<file path="src/rtl/decoder_stream_if.sv">
// rtl/decoder_stream_if.sv - valid/ready bundle for the streaming binary decoder
//
// Purpose: groups the input (index) channel and the output (decoded vector)
// channel of decoder_stream.
// Ports (signals):
//   in_valid/in_ready/in_idx/in_mode     input channel, producer -> decoder
//   out_valid/out_ready/out_vec/out_err  output channel, decoder -> consumer
// Modports:
//   slave  - the decoder side
//   master - the environment side (producer and consumer)
interface decoder_stream_if #(
  parameter int IN_WIDTH  = 3,
  parameter int OUT_WIDTH = 8
);
  logic                 in_valid;
  logic                 in_ready;
  logic [IN_WIDTH-1:0]  in_idx;
  logic                 in_mode;
  logic                 out_valid;
  logic                 out_ready;
  logic [OUT_WIDTH-1:0] out_vec;
  logic                 out_err;

  modport slave (
    input  in_valid, in_idx, in_mode, out_ready,
    output in_ready, out_valid, out_vec, out_err
  );

  modport master (
    output in_valid, in_idx, in_mode, out_ready,
    input  in_ready, out_valid, out_vec, out_err
  );
endinterface

</file>
<file path="src/rtl/decoder_stream.sv">
// rtl/decoder_stream.sv - registered, flow-controlled one-hot/thermometer decoder
//
// Purpose: accepts a binary index per input beat and emits a one-hot
// (in_mode=0) or thermometer (in_mode=1) vector per output beat. Indices
// >= OUT_WIDTH yield a zero vector with out_err set, and are counted in a
// saturating error counter. Two entries of storage (output + skid register)
// give full throughput while keeping in_ready free of any out_ready path.
// Ports:
//   clk        clock, all state on rising edge
//   rst_n      asynchronous active-low reset
//   bus        decoder_stream_if.slave (input and output channels)
//   err_clr    synchronous clear of err_count (wins over increment)
//   err_count  saturating count of accepted out-of-range beats
module decoder_stream #(
  parameter int IN_WIDTH      = 3,
  parameter int OUT_WIDTH     = 8,
  parameter int ERR_CNT_WIDTH = 8
) (
  input  logic                     clk,
  input  logic                     rst_n,
  decoder_stream_if.slave          bus,
  input  logic                     err_clr,
  output logic [ERR_CNT_WIDTH-1:0] err_count
);

  // One extra bit so OUT_WIDTH == 2**IN_WIDTH is representable in compares.
  localparam int IW1 = IN_WIDTH + 1;

  logic [OUT_WIDTH-1:0] out_vec_q;
  logic                 out_err_q;
  logic                 out_valid_q;
  logic [OUT_WIDTH-1:0] skid_vec_q;
  logic                 skid_err_q;
  logic                 skid_valid_q;

  logic [OUT_WIDTH-1:0] dec_vec;
  logic                 dec_err;
  logic                 in_fire;
  logic                 out_free;

  always_comb begin
    dec_vec = '0;
    dec_err = ({1'b0, bus.in_idx} >= IW1'(OUT_WIDTH));
    for (int k = 0; k < OUT_WIDTH; k++) begin
      if (bus.in_mode)
        dec_vec[k] = (IW1'(k) <= {1'b0, bus.in_idx});
      else
        dec_vec[k] = (IW1'(k) == {1'b0, bus.in_idx});
    end
    if (dec_err)
      dec_vec = '0;
  end

  // in_ready is just "skid empty", a register output.
  assign bus.in_ready  = !skid_valid_q;
  assign bus.out_valid = out_valid_q;
  assign bus.out_vec   = out_vec_q;
  assign bus.out_err   = out_err_q;

  assign in_fire  = bus.in_valid && !skid_valid_q;
  assign out_free = !out_valid_q || bus.out_ready;

  always_ff @(posedge clk or negedge rst_n) begin
    if (!rst_n) begin
      out_valid_q  <= 1'b0;
      out_vec_q    <= '0;
      out_err_q    <= 1'b0;
      skid_valid_q <= 1'b0;
      skid_vec_q   <= '0;
      skid_err_q   <= 1'b0;
    end else if (out_free) begin
      // Skid beat is older than anything on the input, so it goes first.
      // A full skid also means in_ready was low, so no input is taken here.
      if (skid_valid_q) begin
        out_valid_q  <= 1'b1;
        out_vec_q    <= skid_vec_q;
        out_err_q    <= skid_err_q;
        skid_valid_q <= 1'b0;
      end else if (in_fire) begin
        out_valid_q <= 1'b1;
        out_vec_q   <= dec_vec;
        out_err_q   <= dec_err;
      end else begin
        out_valid_q <= 1'b0;
      end
    end else if (in_fire) begin
      // Output is held under backpressure: park the new beat.
      skid_valid_q <= 1'b1;
      skid_vec_q   <= dec_vec;
      skid_err_q   <= dec_err;
    end
  end

  always_ff @(posedge clk or negedge rst_n) begin
    if (!rst_n)
      err_count <= '0;
    else if (err_clr)
      err_count <= '0;
    else if (in_fire && dec_err && (err_count != '1))
      err_count <= err_count + 1'b1;
  end

endmodule

</file>
<file path="src/flat_wrapper.sv">
// flat-port wrapper written by rule: the top's interface ports become plain ports
module decoder_stream_flat 
#(
  parameter int IN_WIDTH      = 3,
  parameter int OUT_WIDTH     = 8,
  parameter int ERR_CNT_WIDTH = 8
)
  (clk, rst_n, err_clr, err_count, bus_in_valid, bus_in_idx, bus_in_mode, bus_out_ready, bus_in_ready, bus_out_valid, bus_out_vec, bus_out_err);
  decoder_stream_if #(.IN_WIDTH(IN_WIDTH), .OUT_WIDTH(OUT_WIDTH)) bus_i ();
  input  logic clk;
  input  logic rst_n;
  input  logic err_clr;
  output logic [ERR_CNT_WIDTH-1:0] err_count;
  input wire logic [$bits(bus_i.in_valid)-1:0] bus_in_valid;
  input wire logic [$bits(bus_i.in_idx)-1:0] bus_in_idx;
  input wire logic [$bits(bus_i.in_mode)-1:0] bus_in_mode;
  input wire logic [$bits(bus_i.out_ready)-1:0] bus_out_ready;
  output wire logic [$bits(bus_i.in_ready)-1:0] bus_in_ready;
  output wire logic [$bits(bus_i.out_valid)-1:0] bus_out_valid;
  output wire logic [$bits(bus_i.out_vec)-1:0] bus_out_vec;
  output wire logic [$bits(bus_i.out_err)-1:0] bus_out_err;
  assign bus_i.in_valid = bus_in_valid;
  assign bus_i.in_idx = bus_in_idx;
  assign bus_i.in_mode = bus_in_mode;
  assign bus_i.out_ready = bus_out_ready;
  assign bus_in_ready = bus_i.in_ready;
  assign bus_out_valid = bus_i.out_valid;
  assign bus_out_vec = bus_i.out_vec;
  assign bus_out_err = bus_i.out_err;
  decoder_stream #(.IN_WIDTH(IN_WIDTH), .OUT_WIDTH(OUT_WIDTH), .ERR_CNT_WIDTH(ERR_CNT_WIDTH)) u_core (.clk(clk), .rst_n(rst_n), .bus(bus_i), .err_clr(err_clr), .err_count(err_count));
endmodule
</file>
<file path="config.mk">
export PLATFORM = sky130hd
export DESIGN_NAME = decoder_stream_flat
export DESIGN_NICKNAME = d
export VERILOG_FILES = /design/src/rtl/decoder_stream_if.sv /design/src/rtl/decoder_stream.sv /design/src/flat_wrapper.sv
export SDC_FILE = /design/constraint.sdc
export NUM_CORES = 1
export LEC_CHECK = 0
export ABC_AREA = 1
export ABC_CLOCK_PERIOD_IN_PS = 1800
export BUFFER_PORTS_ARGS = -buffer_cell sky130_fd_sc_hd__buf_4
export CAP_MARGIN = 5
export CORE_MARGIN = 4
export CORE_UTILIZATION = 30
export DETAILED_ROUTE_END_ITERATION = 12
export MAX_ROUTING_LAYER = met4
export PLACE_DENSITY = 0.56
export SYNTH_ARGS = -nofsm -noshare
export SYNTH_HDL_FRONTEND = slang
export SYNTH_SLANG_ARGS = --single-unit
</file>
<file path="constraint.sdc">
create_clock -name clk -period 1.8 [get_ports clk]
set_clock_uncertainty 0.1 [all_clocks]
set_input_delay 0.18 -clock clk [delete_from_list [all_inputs] [get_ports clk]]
set_output_delay 0.18 -clock clk [all_outputs]
set_load 0.01 [all_outputs]
</file>
Word level (Yosys, flattened, before mapping):

Index checks and enable logic that the tools add are counted.

* reductions and logical operators: 9
* bitwise logic cells: 1
* mux-type cells: 16
* order comparisons: 7
* equality and inequality tests: 7

Operator list (number)
* $mux 8: 2
* $mux 1: 14
* $eq 3x3->1 const A: 4
* $le 3x3->1 const A: 4
* $eq 2x3->1 const A: 2
* $le 2x3->1 const A: 2
* $reduce_and 2->1: 2
* $reduce_bool 2->1: 2
* $eq 1x3->1 const A: 1
* $le 1x3->1 const A: 1
* $logic_not 3->1: 1
* $logic_not 1->1: 2
* $logic_and 1x1->1: 1
* $logic_or 1x1->1: 1
* $not 1->1: 1

* output and inout port bits: 19
* flip-flop bits (word level): 19
* input bits: 9
* logic and storage cells: 45

Logic depth before layout (Yosys ltp):

Gate-level depths: netlist (run 1).

* depth in word-level cells: 4
* mapped depth: 7
* mapped depth without buffers: 6

Least setup slack after synthesis (run 1):

Ideal clock, no wire load.

* path type: reg-to-reg
* start point: register u_core.skid_valid_q
* end point: register u_core.out_vec_q[3] (netlist: u_core.bus.out_vec[3])
* arrival time: 0.930 ns
* clock period less this slack: 1.147 ns
* path buffers: 1
* data required time: 1.584 ns
* setup slack: 0.653 ns
* stages on the path, launching flop included: 8
* library setup time: 0.116 ns
* cells stage by stage: dfrtp_1 > nor2_2 > inv_2 > nand2_4 > buf_6 > nor2_2 > nand2_1 > nand2_1

* cells in the longest elaborated chain, start to end: 4
* elaborated cells between the ends (all ways): 5
* classes of those cells: mux (1); reduce/logical (4)

RTL lines
* start, declared: RTL line decoder_stream.sv:34 `logic skid_valid_q;`
* start signal, assigned: RTL line decoder_stream.sv:68 `skid_valid_q <= 1'b0;`
* start signal, assigned: RTL line decoder_stream.sv:78 `skid_valid_q <= 1'b0;`
* start signal, assigned: RTL line decoder_stream.sv:88 `skid_valid_q <= 1'b1;`
* $logic_not 1->1: RTL line decoder_stream.sv:60 `assign in_fire = bus.in_valid && !skid_valid_q;`
* $logic_and 1x1->1: RTL line decoder_stream.sv:60
* $reduce_bool 2->1 (no source line)
* $reduce_and 2->1 (no source line)
* end signal, assigned: RTL line decoder_stream.sv:76 `out_vec_q <= skid_vec_q;`
* end signal, assigned: RTL line decoder_stream.sv:81 `out_vec_q <= dec_vec;`
* end, declared: RTL line decoder_stream.sv:29 `logic [OUT_WIDTH-1:0] out_vec_q;`

Several ways; a longest one is shown, not always the timed one.
A chain may end at the register's enable or synchronous reset.

Worst setup path after layout (run 1):

* start point: register u_core.skid_valid_q
* end point: output port bus_in_ready

* cells in the longest elaborated chain, start to end: 1

RTL lines
* $logic_not 1->1: RTL line decoder_stream.sv:55 `assign bus.in_ready = !skid_valid_q;`
* end, declared: RTL line flat_wrapper.sv:18 `output wire logic [$bits(bus_i.in_ready)-1:0] bus_in_ready;`

No other way between the ends.

==> results of run 1 <==
-- stage by stage --
step           power (mW)  hold WS (ns)  setup slack (ns)  util (%)  std cells
3_3_place_gp        0.786       -0.0349             0.493      35.8        188
5_1_grt              1.10        0.0330             0.293      37.2        193
6_report             1.03        0.0356             0.358      37.2        193
2_1_floorplan       0.705        -0.216             0.653         -        141
3_5_place_dp        0.792       -0.0345             0.469      35.8        188
4_1_cts              1.05        0.0251             0.347      37.2        193
-- worst max-delay path, stage by stage, from the launching register on --
cell     delay, ns
dfrtp_1       0.43
inv_2         0.26
buf_4         0.19
-- layout by cell type (no fill, tap or decap), types with 3 or more instances in the layout --
| cell type | n |
|---|---|
| nand2_1 | 47 |
| dfrtp_1 | 18 |
| buf_4 | 17 |
| nor2_1 | 13 |
| nand3_1 | 10 |
| conb_1 | 9 |
| inv_1 | 6 |
| o21ai_0 | 5 |
| o21ai_1 | 4 |
| o21ai_2 | 4 |
| inv_2 | 3 |
| nor2_2 | 3 |
| clkbuf_4 | 3 |
-- per-layer routing --
layer | vias up | GRT usage (%) | share of wire, %
met5 | - | - | 0
met1 | 353 | 12.8 | 49
met3 | 2 | 1.01 | 5.5
met2 | 23 | 16.1 | 44
li1 | 423 | - | -
met4 | 0 | 6.09 | 1.7
-- power by group --
part           internal (mW)  switching, mW
registers              0.472         0.0369
clock network          0.123          0.122
logic                  0.115          0.157
-- kinds of logic (layout without fill, tap and decap cells) --
family	count (synthesis)	in the layout	synth area share, %
simple gates	78	78	33.7
compound gates	13	13	7.79
other cells	1	9	0.365
flops	18	18	43.8
buf+inv	23	31	14.4
-- cell type report --
class	instances	area [um2]	area share, %
inverters	9	33.8	2.88
clock buffers	4	36.3	3.09
multi-input cells	100	460	39.2
repair buffers	18	138	11.7
well taps	44	55.1	4.69
flip-flops and latches	18	450	38.4
-- synth_stat cells --
| library cell | n |
|---|---|
| nand3_1 | 10 |
| inv_2 | 3 |
| nand2_1 | 47 |
| inv_1 | 6 |
| nor2_4 | 1 |
| buf_6 | 2 |
| dfrtp_1 | 18 |
| nand2_4 | 1 |
| nand2_2 | 1 |
| nor2_2 | 3 |
| or2_2 | 1 |
| conb_1 | 1 |
| o21ai_0 | 5 |
| clkbuf_8 | 1 |
| buf_2 | 1 |
| buf_4 | 9 |
| clkbuf_2 | 1 |
| o21ai_2 | 4 |
| nor2_1 | 13 |
| nand3_4 | 1 |
| o21ai_1 | 4 |
-- state kept, by name (all words and copies together) (netlist names) --
| signal | count |
|---|---|
| u_core.bus.out_valid | 1 |
| u_core.skid_vec_q | 8 |
| u_core.bus.out_vec | 8 |
| u_core.skid_valid_q | 1 |
-- final timing paths --
check,start,slack (ns),end
max,u_core.skid_valid_q,0.36,bus_in_ready
min,bus_in_valid,0.04,u_core.bus.out_valid
max reg2reg,u_core.skid_valid_q,0.46,u_core.skid_vec_q[1]
min reg2reg,u_core.bus.out_vec[1],0.39,u_core.bus.out_vec[1]
max in group asynchronous,rst_n,1.21,u_core.skid_vec_q[2]
min in group asynchronous,rst_n,0.19,u_core.skid_valid_q
==> flow_metrics.py, run 1 <==
metrics = {
    "placed_design": {
        "placed_area_um2": 1130,
        "gp_congestion": 0.869,
        "port_buffers": 17,
        "hpwlAfterDp_um": 1440,
    },
    "route": {
        "post_drt_wl_per_cell_um": 10.2,
        "firstDrtPassIters": 4,
        "post_drt_via_cell_ratio": 4.15,
        "drtIter0Drc": 54,
        "final_antenna_net_count": 0,
        "vias": 801,
        "drt-total-wl_um": 1980,
        "drc": 0,
    },
    "timing": {
        "tns_ns": 0,
        "fmax_ghz": 0.694,
        "final-setup-viol-count": 0,
        "min_period_over_period_pct": 80.1,
        "period_minus_slack_ns": 1.44,
        "final_max_slew_viol_count": 0,
        "rsz0062_at_grt": "no",
        "finalHoldViolCount": 0,
    },
    "layout": {
        "drive_gt1_share_pct": 24.2,
        "design_area_um2": 1170,
        "antenna_cells": 0,
        "fillers": 351,
        "layout.nets": 159,
        "area_delta_synth_final_pct": 14.1,
    },
    "cts": {
        "cts_setup_buffers": 0,
        "cts_tree": "built",
        "clk-insertion-delay-late_ns": 0.29,
        "cts_max_level": 1,
        "ctsResizeCount": 0,
        "cts-root-buf": "clkbuf_4",
        "cts_sinks": 18,
        "hold_buffers": 1,
        "cts_buffers": 3,
        "clockBufferDepth": 2,
        "clk_pin_slew_worst_paths_ns": 0.10,
    },
    "floorplan": {
        "io_pins": 28,
        "core_um2": 3150,
        "die_w_um": 66.6,
        "num_rows": 20,
        "die_y_um": 66.6,
        "die_area_um2": 4430,
        "initial_core_util_pct": 32.6,
    },
    "pwr": {
        "powerDensity_nw_per_um2": 875,
        "p_leak_nw": 0.637,
        "peakVddDrop_v": 0.000299,
    },
    "global_route": {
        "overflow": 0,
        "grt_pass1_wl_um": 3360,
        "grt_max_degree": 19,
        "antenna_found_initial": 0,
        "grt_pass1_vias": 780,
        "grt_usage_pct": 10.3,
    },
    "hold_path": {
        "hp-class": "in -> reg",
        "holdPathStages": 3,
    },
    "flow_run": {
        "cap_violations": 0,
    },
    "setup_path": {
        "worstSetupPathType": "reg -> out",
        "critPathRequiredTime_ns": 1.52,
        "rr_worst_depth": 4,
        "cp_data_arrival_time_ns": 1.16,
        "start_kind": "flop",
        "crit_fanout": 16,
        "end_kind": "output pin",
    },
    "synth": {
        "synth_area_leader_cell": "dfrtp_1",
        "seq_area_frac_synth_pct": 43.8,
        "ys_ff_latch": 18,
        "netlist_top_cells_area": "dfrtp_1 (44%), nand2_1 (17%), buf_4 (6.6%)",
        "yosysUniqueCellTypes": 21,
        "netlist.area_leader.share_pct": 43.8,
        "synth.avg_cell_area_um2": 7.73,
        "synth-warning-count": 0,
        "syn_area_um2": 1030,
        "synth_cells": 133,
    },
    "outcome": {
        "status": "finished clean",
    },
}
No activity file was read; power rests on OpenSTA's default activity.
==> inputs of run 2 (changes only) <==
Settings changed: ABC_CLOCK_PERIOD_IN_PS 1800 to 1300, PLACE_DENSITY 0.56 to 0.57.
Clock period 1.8 ns to 1.3 ns, I/O delays scaled along.
==> run 2 against run 1 <==
  * Largest cell class unchanged
  * Non-clock buffer count increased by 5
  * Register-to-register slack got worse by 0.40 ns
  * Highest routed layer unchanged
  * Core utilization up 2.8 points
  * Critical endpoint unchanged
  * Largest power group unchanged
  * Sequential cell count unchanged
  * Die area did not move
  * Clock power up 42%
==> flow_metrics.py, run 2 (synthesis results as in run 1) <==
metrics = {
    "placed_design": {
        "port_buffers": 17,
        "hpwlAfterDp_um": 1480,
        "gp_congestion": 0.805,
    },
    "route": {
        "drtIter0Drc": 45,
        "firstDrtPassIters": 5,
        "drc": 0,
        "post_drt_wl_per_cell_um": 10.7,
        "vias": 847,
        "drt-total-wl_um": 2130,
        "post_drt_via_cell_ratio": 4.26,
        "final_antenna_net_count": 0,
    },
    "global_route": {
        "overflow": 0,
        "grt_max_degree": 19,
        "grt_pass1_vias": 822,
        "grt_usage_pct": 10.6,
        "grt_use_met2_pct": 16.1,
        "grt_pass1_wl_um": 3620,
        "grt_util_met3_pct": 1.01,
        "use_met1_pct": 14.4,
        "grt.busiest_layer": "met2",
        "antenna_found_initial": 0,
    },
    "pwr": {
        "peakVddDrop_v": 0.000339,
        "power_mw": 1.48,
        "p_leak_nw": 0.678,
        "powerDensity_nw_per_um2": 1170,
    },
    "layout": {
        "multi_input_area_um2": 485,
        "ff_latch_area_um2": 450,
        "drive_gt1_share_pct": 27.1,
        "layout.nets": 165,
        "area_delta_synth_final_pct": 22.6,
        "fillers": 343,
        "post-route-util_pct": 40.0,
        "antenna_cells": 0,
        "most-common-layout-cells": "nand2_1 (47), buf_4 (20), dfrtp_1 (18)",
        "final_common_cell": "nand2_1",
    },
    "hold_path": {
        "hp-class": "in -> reg",
    },
    "floorplan": {
        "die_y_um": 66.6,
        "initial_core_util_pct": 32.6,
        "core_um2": 3150,
        "die_w_um": 66.6,
        "die_area_um2": 4430,
        "io_pins": 28,
        "num_rows": 20,
    },
    "cts": {
        "cts_tree": "built",
        "clk_pin_slew_worst_paths_ns": 0.11,
        "clk-insertion-delay-late_ns": 0.29,
        "cts-root-buf": "clkbuf_4",
        "clockBufferDepth": 2,
        "cts_sinks": 18,
        "cts_max_level": 1,
        "cts_buffers": 3,
    },
    "setup_path": {
        "start_kind": "flop",
        "end_kind": "output pin",
        "crit_family": "flip-flops",
        "critPathRequiredTime_ns": 1.07,
        "critPathBufInv": 3,
        "worstSetupPathType": "reg -> out",
        "slowest_delay_ns": 0.40,
        "r2r_slack_ns": 0.06,
        "cp_data_arrival_time_ns": 1.02,
        "critPathSlowestCell": "dfrtp_1",
        "crit_fanout": 8,
        "path_cells": "inv_2 > buf_12 > buf_4",
    },
    "timing": {
        "min_period_over_period_pct": 96.1,
        "tns_ns": 0,
        "final_max_slew_viol_count": 0,
        "holdWs_ns": 0.0783,
        "fmax_ghz": 0.800,
        "finalHoldViolCount": 0,
        "period_minus_slack_ns": 1.25,
        "final-setup-viol-count": 0,
    },
    "outcome": {
        "status": "finished clean",
    },
    "flow_run": {
        "cap_violations": 0,
    },
}
## run 2: power by group
part / leakage (nW) / total [mW] / switching (mW) / internal (mW)
Clock: 0.0210 / 0.348 / 0.177 / 0.170
Combinational: 0.429 / 0.427 / 0.235 / 0.192
Sequential: 0.228 / 0.705 / 0.0510 / 0.654
Total: 0.678 / 1.48 / 0.463 / 1.02
## run 2: through the flow
step	worst slack, ns	instances	instance area [um2]
after detailed placement	0.133	190	1150
after CTS	0.0268	197	1220
after global placement	0.165	190	1150
final	0.0507	199	1260
after floorplan	0.153	141	1060
after global routing	-0.0208	199	1260
## run 2: what timing repair did
action,4_1_cts,5_1_grt
gates resized for setup,0,2
setup buffers,2,1
gates cloned,0,1
setup endpoints to repair,1,7
hold endpoints to repair,18,0
hold buffers,1,0
pin swaps,0,1
## run 2: layout make-up
cell class / instances / area share, %
repair buffers: 23 / 15.9
multi-input cells: 101 / 38.5
flip-flops and latches: 18 / 35.7
inverters: 9 / 2.68
clock buffers: 4 / 2.88
well taps: 44 / 4.37
## run 2: tightest hold or removal path: cells and delay by family
| kind | cells | cell delay (ns) |
|---|---|---|
| compound gates | 1 | 0.07 |
| buf+inv | 1 | 0.14 |
| simple gates | 1 | 0.11 |
## run 2: metal layers
metal	part of all wire [%]	routed length, um
met4	1.4	30
met3	5.1	109
met5	0	0
met2	45	952
met1	49	1040
## run 2: path summary, 6_finish.rpt
| check | start | to | depth (start not counted) |
|---|---|---|---|
| min in group asynchronous | rst_n | u_core.skid_valid_q | 2 |
| max | u_core.skid_valid_q | bus_in_ready | 3 |
| max in group asynchronous | rst_n | u_core.bus.out_vec[1] | 2 |
| min reg2reg | u_core.bus.out_vec[4] | u_core.bus.out_vec[4] | 2 |
| min | bus_in_idx[1] | u_core.skid_vec_q[7] | 3 |
| max reg2reg | u_core.skid_valid_q | u_core.bus.out_vec[1] | 7 |
==> inputs of run 3 (changes only) <==
Settings changed: BUFFER_PORTS_ARGS -buffer_cell sky130_fd_sc_hd__buf_4 to -buffer_cell sky130_fd_sc_hd__buf_2, SKIP_LAST_GASP from default to 1.
==> run 3 against run 2 <==
  * Non-clock buffer count up 3
  * Maximum frequency decreased by 0.43%
  * Critical path depth is the same
  * Sequential cell count stayed put
  * Register-to-register slack barely moved
  * Combinational power is 8.0% lower
  * Cell count grew 1.0%
  * Power is 2.7% lower
  * Count of clock-buffer cells in the layout unchanged
  * Core utilization fell by 1.4 points
  * Clock power shrank 1%
  * Via count grew 1.4%
==> flow_metrics.py, run 3 (synthesis results as in run 1) <==
metrics = {
    "layout": {
        "final_common_cell": "nand2_1",
        "most-common-layout-cells": "nand2_1 (47), dfrtp_1 (18), buf_2 (17)",
        "final_cells": 201,
        "layout.nets": 167,
        "area_delta_synth_final_pct": 18.2,
        "drive_gt1_share_pct": 28.0,
        "fillers": 356,
        "design_area_um2": 1220,
        "antenna_cells": 0,
    },
    "setup_path": {
        "slowest_delay_ns": 0.42,
        "critPathBufInv": 3,
        "critPathSlowestCell": "dfrtp_1",
        "critPathRequiredTime_ns": 1.07,
        "crit_family": "flip-flops",
        "start_kind": "flop",
        "cp_data_arrival_time_ns": 1.02,
        "crit_fanout": 3,
        "worstSetupPathType": "reg -> out",
        "path_cells": "inv_2 > buf_8 > buf_2",
        "r2r_slack_ns": 0.06,
        "end_kind": "output pin",
    },
    "timing": {
        "period_minus_slack_ns": 1.25,
        "min_period_over_period_pct": 96.5,
        "worst_slack_ns": 0.0453,
        "final-setup-viol-count": 0,
        "final_max_slew_viol_count": 0,
        "finalHoldViolCount": 0,
        "fmax_ghz": 0.797,
        "holdWs_ns": 0.0928,
        "rsz0062_at_grt": "yes",
        "tns_ns": 0,
    },
    "route": {
        "drc": 0,
        "firstDrtPassIters": 4,
        "post_drt_via_cell_ratio": 4.27,
        "vias": 859,
        "drtIter0Drc": 35,
        "drt-total-wl_um": 2190,
        "final_antenna_net_count": 0,
        "post_drt_wl_per_cell_um": 10.9,
    },
    "cts": {
        "cts_tree": "built",
        "cts_buffers": 3,
        "clk_pin_slew_worst_paths_ns": 0.10,
        "clk-insertion-delay-late_ns": 0.29,
        "cts_sinks": 18,
        "clockBufferDepth": 2,
        "cts_max_level": 1,
        "cts-root-buf": "clkbuf_4",
    },
    "floorplan": {
        "io_pins": 28,
        "die_w_um": 66.6,
        "num_rows": 20,
        "die_area_um2": 4430,
        "die_y_um": 66.6,
        "core_um2": 3150,
        "initial_core_util_pct": 32.6,
    },
    "outcome": {
        "status": "finished clean",
    },
    "global_route": {
        "grt_max_degree": 19,
        "grt_pass1_wl_um": 3830,
        "grt_pass1_vias": 855,
        "antenna_found_initial": 0,
        "grt_usage_pct": 11.6,
        "overflow": 0,
    },
    "placed_design": {
        "hpwlAfterDp_um": 1500,
        "dp_cells": 190,
        "placed_area_um2": 1100,
        "port_buffers": 17,
        "pre_cts_slack_ns": 0.122,
        "gp_congestion": 0.863,
    },
    "pwr": {
        "peakVddDrop_v": 0.000293,
        "p_leak_nw": 0.666,
        "powerDensity_nw_per_um2": 1180,
    },
    "hold_path": {
        "hp-class": "in -> reg",
    },
    "flow_run": {
        "cap_violations": 0,
    },
}
-- run 3: final timing paths --
path                                  startpoint               endpoint  depth (start not counted)
min reg2reg                u_core.bus.out_vec[7]  u_core.bus.out_vec[7]                          2
min                                bus_in_idx[0]   u_core.skid_vec_q[7]                          3
min in group asynchronous                  rst_n   u_core.skid_vec_q[7]                          2
max reg2reg                  u_core.skid_valid_q  u_core.bus.out_vec[0]                          7
max                          u_core.skid_valid_q           bus_in_ready                          3
max in group asynchronous                  rst_n  u_core.bus.out_vec[7]                          2
-- run 3: timing repair --
action | CTS | global route
setup buffers | 3 | 3
resized for setup | 2 | 5
setup endpoints to repair | 1 | 7
hold endpoints to repair | 18 | 0
hold buffers | 1 | 0
pin swaps | 0 | 1
-- run 3: final cells by class --
cell class	instances	area [um2]	share of cell area, %
clock buffers	4	36.3	2.98
inverters	9	33.8	2.78
multi-input cells	100	474	39.0
flip-flops and latches	18	450	37.0
well taps	44	55.1	4.53
repair buffers	26	166	13.7
-- run 3: power breakdown --
| group | leakage [nW] | switching (mW) | internal (mW) |
|---|---|---|---|
| clock | 0.0210 | 0.173 | 0.171 |
| sequential | 0.228 | 0.0497 | 0.654 |
| combinational | 0.417 | 0.234 | 0.159 |
| total | 0.666 | 0.456 | 0.984 |
-- run 3: worst reg2reg max path, stage by stage (launching register included) --
cell and delay (ns):
dfrtp_1 0.42, buf_4 0.16, nor2_4 0.11, inv_2 0.07, nand2_8 0.10, buf_6 0.13
nand2_1 0.05, nand2_1 0.05
-- run 3: stage by stage --
step,total power [mW],utilization (%)
floorplan,0.977,-
detailed placement,1.07,34.9
finish,1.44,38.6
global route,1.56,38.6
CTS,1.44,37.3
global placement,1.06,34.9
-- run 3: per-layer routing --
layer	global-route usage, %	part of all wire [%]
met4	6.09	1.4
met5	-	0
met1	14.7	47
met3	1.35	5.0
met2	18.2	47
